[config.mk]
export PLATFORM = sky130hd
export DESIGN_NAME = vram_port_arbiter
export DESIGN_NICKNAME = d
export VERILOG_FILES = /design/src/rtl/vram_port_arbiter.sv
export SDC_FILE = /design/constraint.sdc
export NUM_CORES = 1
export LEC_CHECK = 0
export ABC_AREA = 1
export ABC_CLOCK_PERIOD_IN_PS = 4400
export BUFFER_PORTS_ARGS = -buffer_cell sky130_fd_sc_hd__buf_2
export CORE_MARGIN = 8
export CORE_UTILIZATION = 40
export CTS_BUF_LIST = sky130_fd_sc_hd__clkbuf_4 sky130_fd_sc_hd__clkbuf_8
export CTS_CLUSTER_DIAMETER = 50
export CTS_CLUSTER_SIZE = 28
export DETAILED_ROUTE_END_ITERATION = 7
export PLACE_DENSITY_LB_ADDON = 0.12
export SYNTH_ARGS = -nofsm -noshare
export SYNTH_HDL_FRONTEND = slang
export SYNTH_SLANG_ARGS = --single-unit
export TNS_END_PERCENT = 100
[constraint.sdc]
create_clock -name CLK -period 4.4 [get_ports CLK]
set_clock_uncertainty 0.1 [all_clocks]
set_input_delay 0.22 -clock CLK [delete_from_list [all_inputs] [get_ports CLK]]
set_output_delay 0.22 -clock CLK [all_outputs]
set_load 0.02 [all_outputs]
[src/rtl/vram_port_arbiter.sv]
// Round-robin, burst-capped arbiter sharing VRAM port B among NREQ pixel requesters.
// Define VRAM_ADDR_CHECK_EN to drop out-of-range beats and raise the sticky err_addr flag.
module vram_port_arbiter #(
    parameter int NREQ        = 3,
    parameter int ADDR_W      = 18,
    parameter int MAX_BURST   = 64,
    parameter int TOTAL_BYTES = 98304,
    localparam int OW         = $clog2(NREQ),
    localparam int CW         = $clog2(MAX_BURST + 1)
) (
    input  logic                   CLK,
    input  logic                   rst_n,
    input  logic [NREQ-1:0]        req_valid,
    input  logic [NREQ-1:0]        req_we,
    input  logic [NREQ*ADDR_W-1:0] req_addr,
    input  logic [NREQ*8-1:0]      req_data,
    output logic [NREQ-1:0]        req_ready,
    output logic [NREQ-1:0]        rd_valid,
    output logic [7:0]             rd_data,
    output logic [ADDR_W-1:0]      vram_addr_b,
    output logic [7:0]             vram_data_b,
    output logic                   vram_we_b,
    input  logic [7:0]             vram_q_b,
    output logic [OW-1:0]          owner,
    output logic                   busy,
    output logic                   err_addr
);

    typedef enum logic {IDLE, OWN} state_t;

    state_t            r_state, w_stateNext;
    logic [OW-1:0]     r_owner, w_ownerNext;
    logic [OW-1:0]     r_rrPtr, w_rrPtrNext;
    logic [OW-1:0]     w_ownerPlus1;
    logic [CW-1:0]     r_beatCnt, w_beatCntNext;
    logic              w_ownValid, w_accept, w_lastBeat, w_release, w_forward;
    logic [ADDR_W-1:0] w_addr;
    logic [7:0]        w_data;
    logic              w_we;
    logic              r_rdV1, r_rdV2;
    logic [OW-1:0]     r_rdId1, r_rdId2;

    // First set bit of mask, scanning start, start+1, ... modulo NREQ.
    function automatic logic [OW-1:0] pickFrom(input logic [NREQ-1:0] mask,
                                               input logic [OW-1:0]   start);
        logic [OW-1:0] res;
        logic [OW-1:0] kk;
        logic          found;
        res   = '0;
        found = 1'b0;
        for (int i = 0; i < NREQ; i++) begin
            kk = OW'((int'(start) + i) % NREQ);
            if (!found && mask[kk]) begin
                res   = kk;
                found = 1'b1;
            end
        end
        return res;
    endfunction

    assign w_ownValid   = req_valid[r_owner];
    assign w_accept     = (r_state == OWN) && w_ownValid;
    assign w_lastBeat   = (r_beatCnt == CW'(MAX_BURST - 1));
    assign w_release    = (r_state == OWN) && (!w_ownValid || w_lastBeat);
    assign w_ownerPlus1 = (r_owner == OW'(NREQ - 1)) ? '0 : r_owner + OW'(1);

    assign w_addr = req_addr[r_owner*ADDR_W +: ADDR_W];
    assign w_data = req_data[r_owner*8 +: 8];
    assign w_we   = req_we[r_owner];

    assign owner = r_owner;
    assign busy  = (r_state == OWN);

    always_comb begin
        req_ready = '0;
        if (r_state == OWN) req_ready[r_owner] = w_ownValid;
    end

    // Release re-arbitrates on the same edge so a waiting requester takes over with no idle bubble.
    always_comb begin
        w_stateNext   = r_state;
        w_ownerNext   = r_owner;
        w_rrPtrNext   = r_rrPtr;
        w_beatCntNext = r_beatCnt;
        case (r_state)
            IDLE: begin
                if (|req_valid) begin
                    w_ownerNext   = pickFrom(req_valid, r_rrPtr);
                    w_beatCntNext = '0;
                    w_stateNext   = OWN;
                end
            end
            OWN: begin
                if (w_accept) w_beatCntNext = r_beatCnt + CW'(1);
                if (w_release) begin
                    w_rrPtrNext = w_ownerPlus1;
                    if (|req_valid) begin
                        w_ownerNext   = pickFrom(req_valid, w_ownerPlus1);
                        w_beatCntNext = '0;
                    end else begin
                        w_stateNext = IDLE;
                    end
                end
            end
            default: w_stateNext = IDLE;
        endcase
    end

    always_ff @(posedge CLK or negedge rst_n) begin
        if (!rst_n) begin
            r_state   <= IDLE;
            r_owner   <= '0;
            r_rrPtr   <= '0;
            r_beatCnt <= '0;
        end else begin
            r_state   <= w_stateNext;
            r_owner   <= w_ownerNext;
            r_rrPtr   <= w_rrPtrNext;
            r_beatCnt <= w_beatCntNext;
        end
    end

`ifdef VRAM_ADDR_CHECK_EN
    localparam logic [ADDR_W:0] LIMIT = (ADDR_W + 1)'(TOTAL_BYTES);

    logic w_inRange;
    logic r_oob1, r_oob2, r_err;

    assign w_inRange = ({1'b0, w_addr} < LIMIT);
    assign w_forward = w_accept && w_inRange;
    assign err_addr  = r_err;
    assign rd_data   = (r_rdV2 && !r_oob2) ? vram_q_b : 8'h00;

    always_ff @(posedge CLK or negedge rst_n) begin
        if (!rst_n) begin
            r_oob1 <= 1'b0;
            r_oob2 <= 1'b0;
            r_err  <= 1'b0;
        end else begin
            r_oob1 <= w_accept && !w_inRange;
            r_oob2 <= r_oob1;
            if (w_accept && !w_inRange) r_err <= 1'b1;
        end
    end
`else
    assign w_forward = w_accept;
    assign err_addr  = 1'b0;
    assign rd_data   = r_rdV2 ? vram_q_b : 8'h00;
`endif

    // Two-stage {valid, id} tag pipeline lines the return up with the RAM's one-cycle read latency.
    always_ff @(posedge CLK or negedge rst_n) begin
        if (!rst_n) begin
            vram_addr_b <= '0;
            vram_data_b <= '0;
            vram_we_b   <= 1'b0;
            r_rdV1      <= 1'b0;
            r_rdV2      <= 1'b0;
            r_rdId1     <= '0;
            r_rdId2     <= '0;
        end else begin
            vram_we_b <= w_forward && w_we;
            if (w_forward) begin
                vram_addr_b <= w_addr;
                vram_data_b <= w_data;
            end
            r_rdV1  <= w_accept && !w_we;
            r_rdId1 <= r_owner;
            r_rdV2  <= r_rdV1;
            r_rdId2 <= r_rdId1;
        end
    end

    always_comb begin
        rd_valid = '0;
        if (r_rdV2) rd_valid[r_rdId2] = 1'b1;
    end

endmodule

==> results.md <==
* Placed instance count at 546
* Area growth syn-to-layout at 29.65%
* Clock-pin transition on the worst setup and hold timing paths at 0.08 ns
* I/O pin count at between 100 and 150
* CP Max Fanout at 22
* Drt total wl at roughly 8100 um
* Ant diodes at 0
* FP Rows at 29
* Hold-fix buffers, CTS at 0
* Clock root buffer: clkbuf_8
* DP Wirelength at 6405 um
* Delay-heaviest family, CP: simple AND/OR/NAND/NOR gates
* Number of synthesized flops with an enable pin at 0
* Crit path DAT at ~2.3 ns
* Syn Inst Count at 346
* Via count at around 2800
* Minimum clock period at 2.573 ns
* Setup TNS at 0 ns
* Endpoints failing hold at 24
* Syn avg cell area at 7.695 sq um
* Total core area at 0.006386 sq mm
* Clk_lat worst skew at ~0.29 ns
* Total GRT Usage at 0.1676
* Final GP Congestion at roughly 0.87
* IO Port Bufs at around 140
* Worst Setup SP: owner[0]
* FMAX at a little under 400 MHz
* Most used cell, CP: nand2_2
* Final worst setup slack at 1.827 ns
* Worst R2R Start: owner[0]
* NumNets Final at about 570
* Die Y at 97.59 um
* Post-Syn Area at between 0.002 and 0.003 sq mm
* Max-slew violations at 0
* Number of gates resized after cts at 0
* Drt wl/cell at roughly 15 um
* Worst setup EP type: output port
* Vias in the first global route at around 2700
* # Post-CTS Setup Buffers at 0
* Synthesis Warnings at 0
* Post-Place Setup Slack at between 2 and 2.5 ns
* Max Cap Viol at 0
* DRT Pass-1 Iters at 4
* Share of the synthesized area in the top cell type at 0.4229
* Critical path class: register to output port
* Top FF cell, synth: dfrtp_1
* CP Cell Sequence: inv_4 > nor2_8 > nand2_2 > nand2_2 > nand2_4 > nor2_2 > buf_2
* Cts bufs inserted at 5
* Die width at 97.59 um
* Tightest Hold Check Type: primary input to asynchronous set/reset pin
* Starting Density at 0.4169
* Layout cells sized above 1 at 0.3361
* Synth top area cells: dfrtp_1 (42%), nand2_1 (17%), a41oi_1 (5.6%)
* First-pass GRT wire length at approximately 13000 um
* Leakage at 1.846 nW
* Seq/Total Area, Yosys at 0.4229
* Remaining routing DRC violations at 0
* Distinct cells, synth at 32
* H-tree lvl count at 2
* Hold_ws at -0.02230 ns
* Non-Filler Instances at approximately 550
* Pwr/cell area at around 660 mW/mm^2
* Net count after synthesis at ~440
* Worst Path Required at ~4 ns
* RSZ-0062 raised after global routing: false
* Worst path max stage delay at between 0.5 and 0.6 ns
* Clk buf depth at 2
* Fin crit share at 0.5847
* Gr ovfl total at 0
* Worst vdd ir at roughly 300 uV
* #FFs+latches synth at between 40 and 50
* CTS tree: yes
* Synth async-reset ratio at 1.000
* Vias per cell at 5.018
* Slowest library cell on the worst path: dfrtp_1
* Failing checks: negative hold slack
* Worst-Margin Slew at ~0.99 ns
* Clock sinks at 45
* Post-DRT Antenna Nets at 0
* Largest net degree at the start of global routing at 46
* Antenna violations before repair at 0
* Iter 0 DRT Violations at 105
* Synth area leader: dfrtp_1
* Outcome: complete, but fails checks
* Buffers & Inverters on Critical Path at 2
* Die area at approximately 0.0095 sq mm
* Startpoint types: register
* Final setup viols at 0
* Rel. slew slack at 0.3409
==> cell type report <==
class | count | area (sq um)
clock buffer | 5 | 68.82
fill | 633 | 2934
multi-input combinational | 253 | 1301
clock inverter | 2 | 35.03
inverter | 33 | 131.4
timing repair buffer | 138 | 693.2
tap | 77 | 96.34
sequential | 45 | 1126
==> path summary, 6_finish.rpt <==
kind | endpoint | slack (ns) | cells past startpoint
setup / recovery | req_ready[0] | 1.83 | 7
hold / removal | vram_addr_b[8] | -0.02 | 1
setup reg to reg | r_beatCnt[4] | 2.13 | 9
hold reg to reg | r_rdId2[1] | 0.25 | 0
max in group asynchronous | vram_addr_b[4] | 3.60 | 1
min in group CLK | vram_data_b[0] | 0.04 | 3
==> where the power goes <==
group	switching [mW]	leakage [nW]	internal, mW	total, mW
Combinational	0.830	1.24	0.431	1.26
Clock	0.135	0.0540	0.165	0.300
Sequential	0.126	0.550	0.592	0.718
Total	1.09	1.85	1.19	2.28
==> cell usage after synthesis, types with 4 or more instances <==
master    instances
nand3_1          24
inv_1            28
clkbuf_1          4
buf_6             5
dfrtp_1          45
a41oi_1          17
buf_2             5
a22oi_1          17
ha_1              4
o21ai_0           8
nor2_1           31
o21ai_1           6
nand2_1         119
==> registers in the layout, indices dropped and copies added (netlist names), 2 cells and up <==
signal,cells
owner,2
r_beatCnt,7
r_rdId1,2
r_rdId2,2
r_rrPtr,2
vram_addr_b,18
vram_data_b,8
==> cells in the final DEF, fill, tap and decap left out, drive strengths merged, types with 5 or more instances in the layout <==
master  instances
a22oi          17
a41oi          17
buf           138
clkbuf          5
dfrtp          45
inv            33
nand2         123
nand3          24
nor2           35
o21ai          15
==> metal layers <==
layer / vias up / part of all wire / wire (um) / GRT usage
li1: 1397 / - / - / -
met1: 1262 / 0.43 / 3501 / 0.2003
met2: 104 / 0.48 / 3936 / 0.2871
met3: 12 / 0.072 / 584 / 0.04623
met4: 0 / 0.014 / 117 / 0.04312
met5: - / 0 / 0 / 0
==> through the flow <==
| stage | power [mW] | hold slack, ns | area, sq um | utilization |
|---|---|---|---|---|
| after floorplan | 1.648 | -0.1756 | 2663 | - |
| after detailed placement | 2.001 | 0.2364 | 3348 | 0.5243 |
| after CTS | 2.309 | 0.01152 | 3452 | 0.5406 |
| after global placement | 1.980 | 0.2363 | 3348 | 0.5243 |
| after global routing | 2.472 | 0.03102 | 3452 | 0.5406 |
| final | 2.279 | -0.02230 | 3452 | 0.5406 |
==> cells by family after synthesis <==
logic type	Yosys count	share of synthesized area
other	1	0.001408
adder cells (fa/ha/maj)	4	0.01880
flip-flops	45	0.4229
XOR/XNOR	6	0.01974
AO/OA/AOI/OAI	53	0.1466
AND/OR/NAND/NOR	189	0.3022
buffers and inverters	48	0.08834
(Power assumes the default switching activity.)
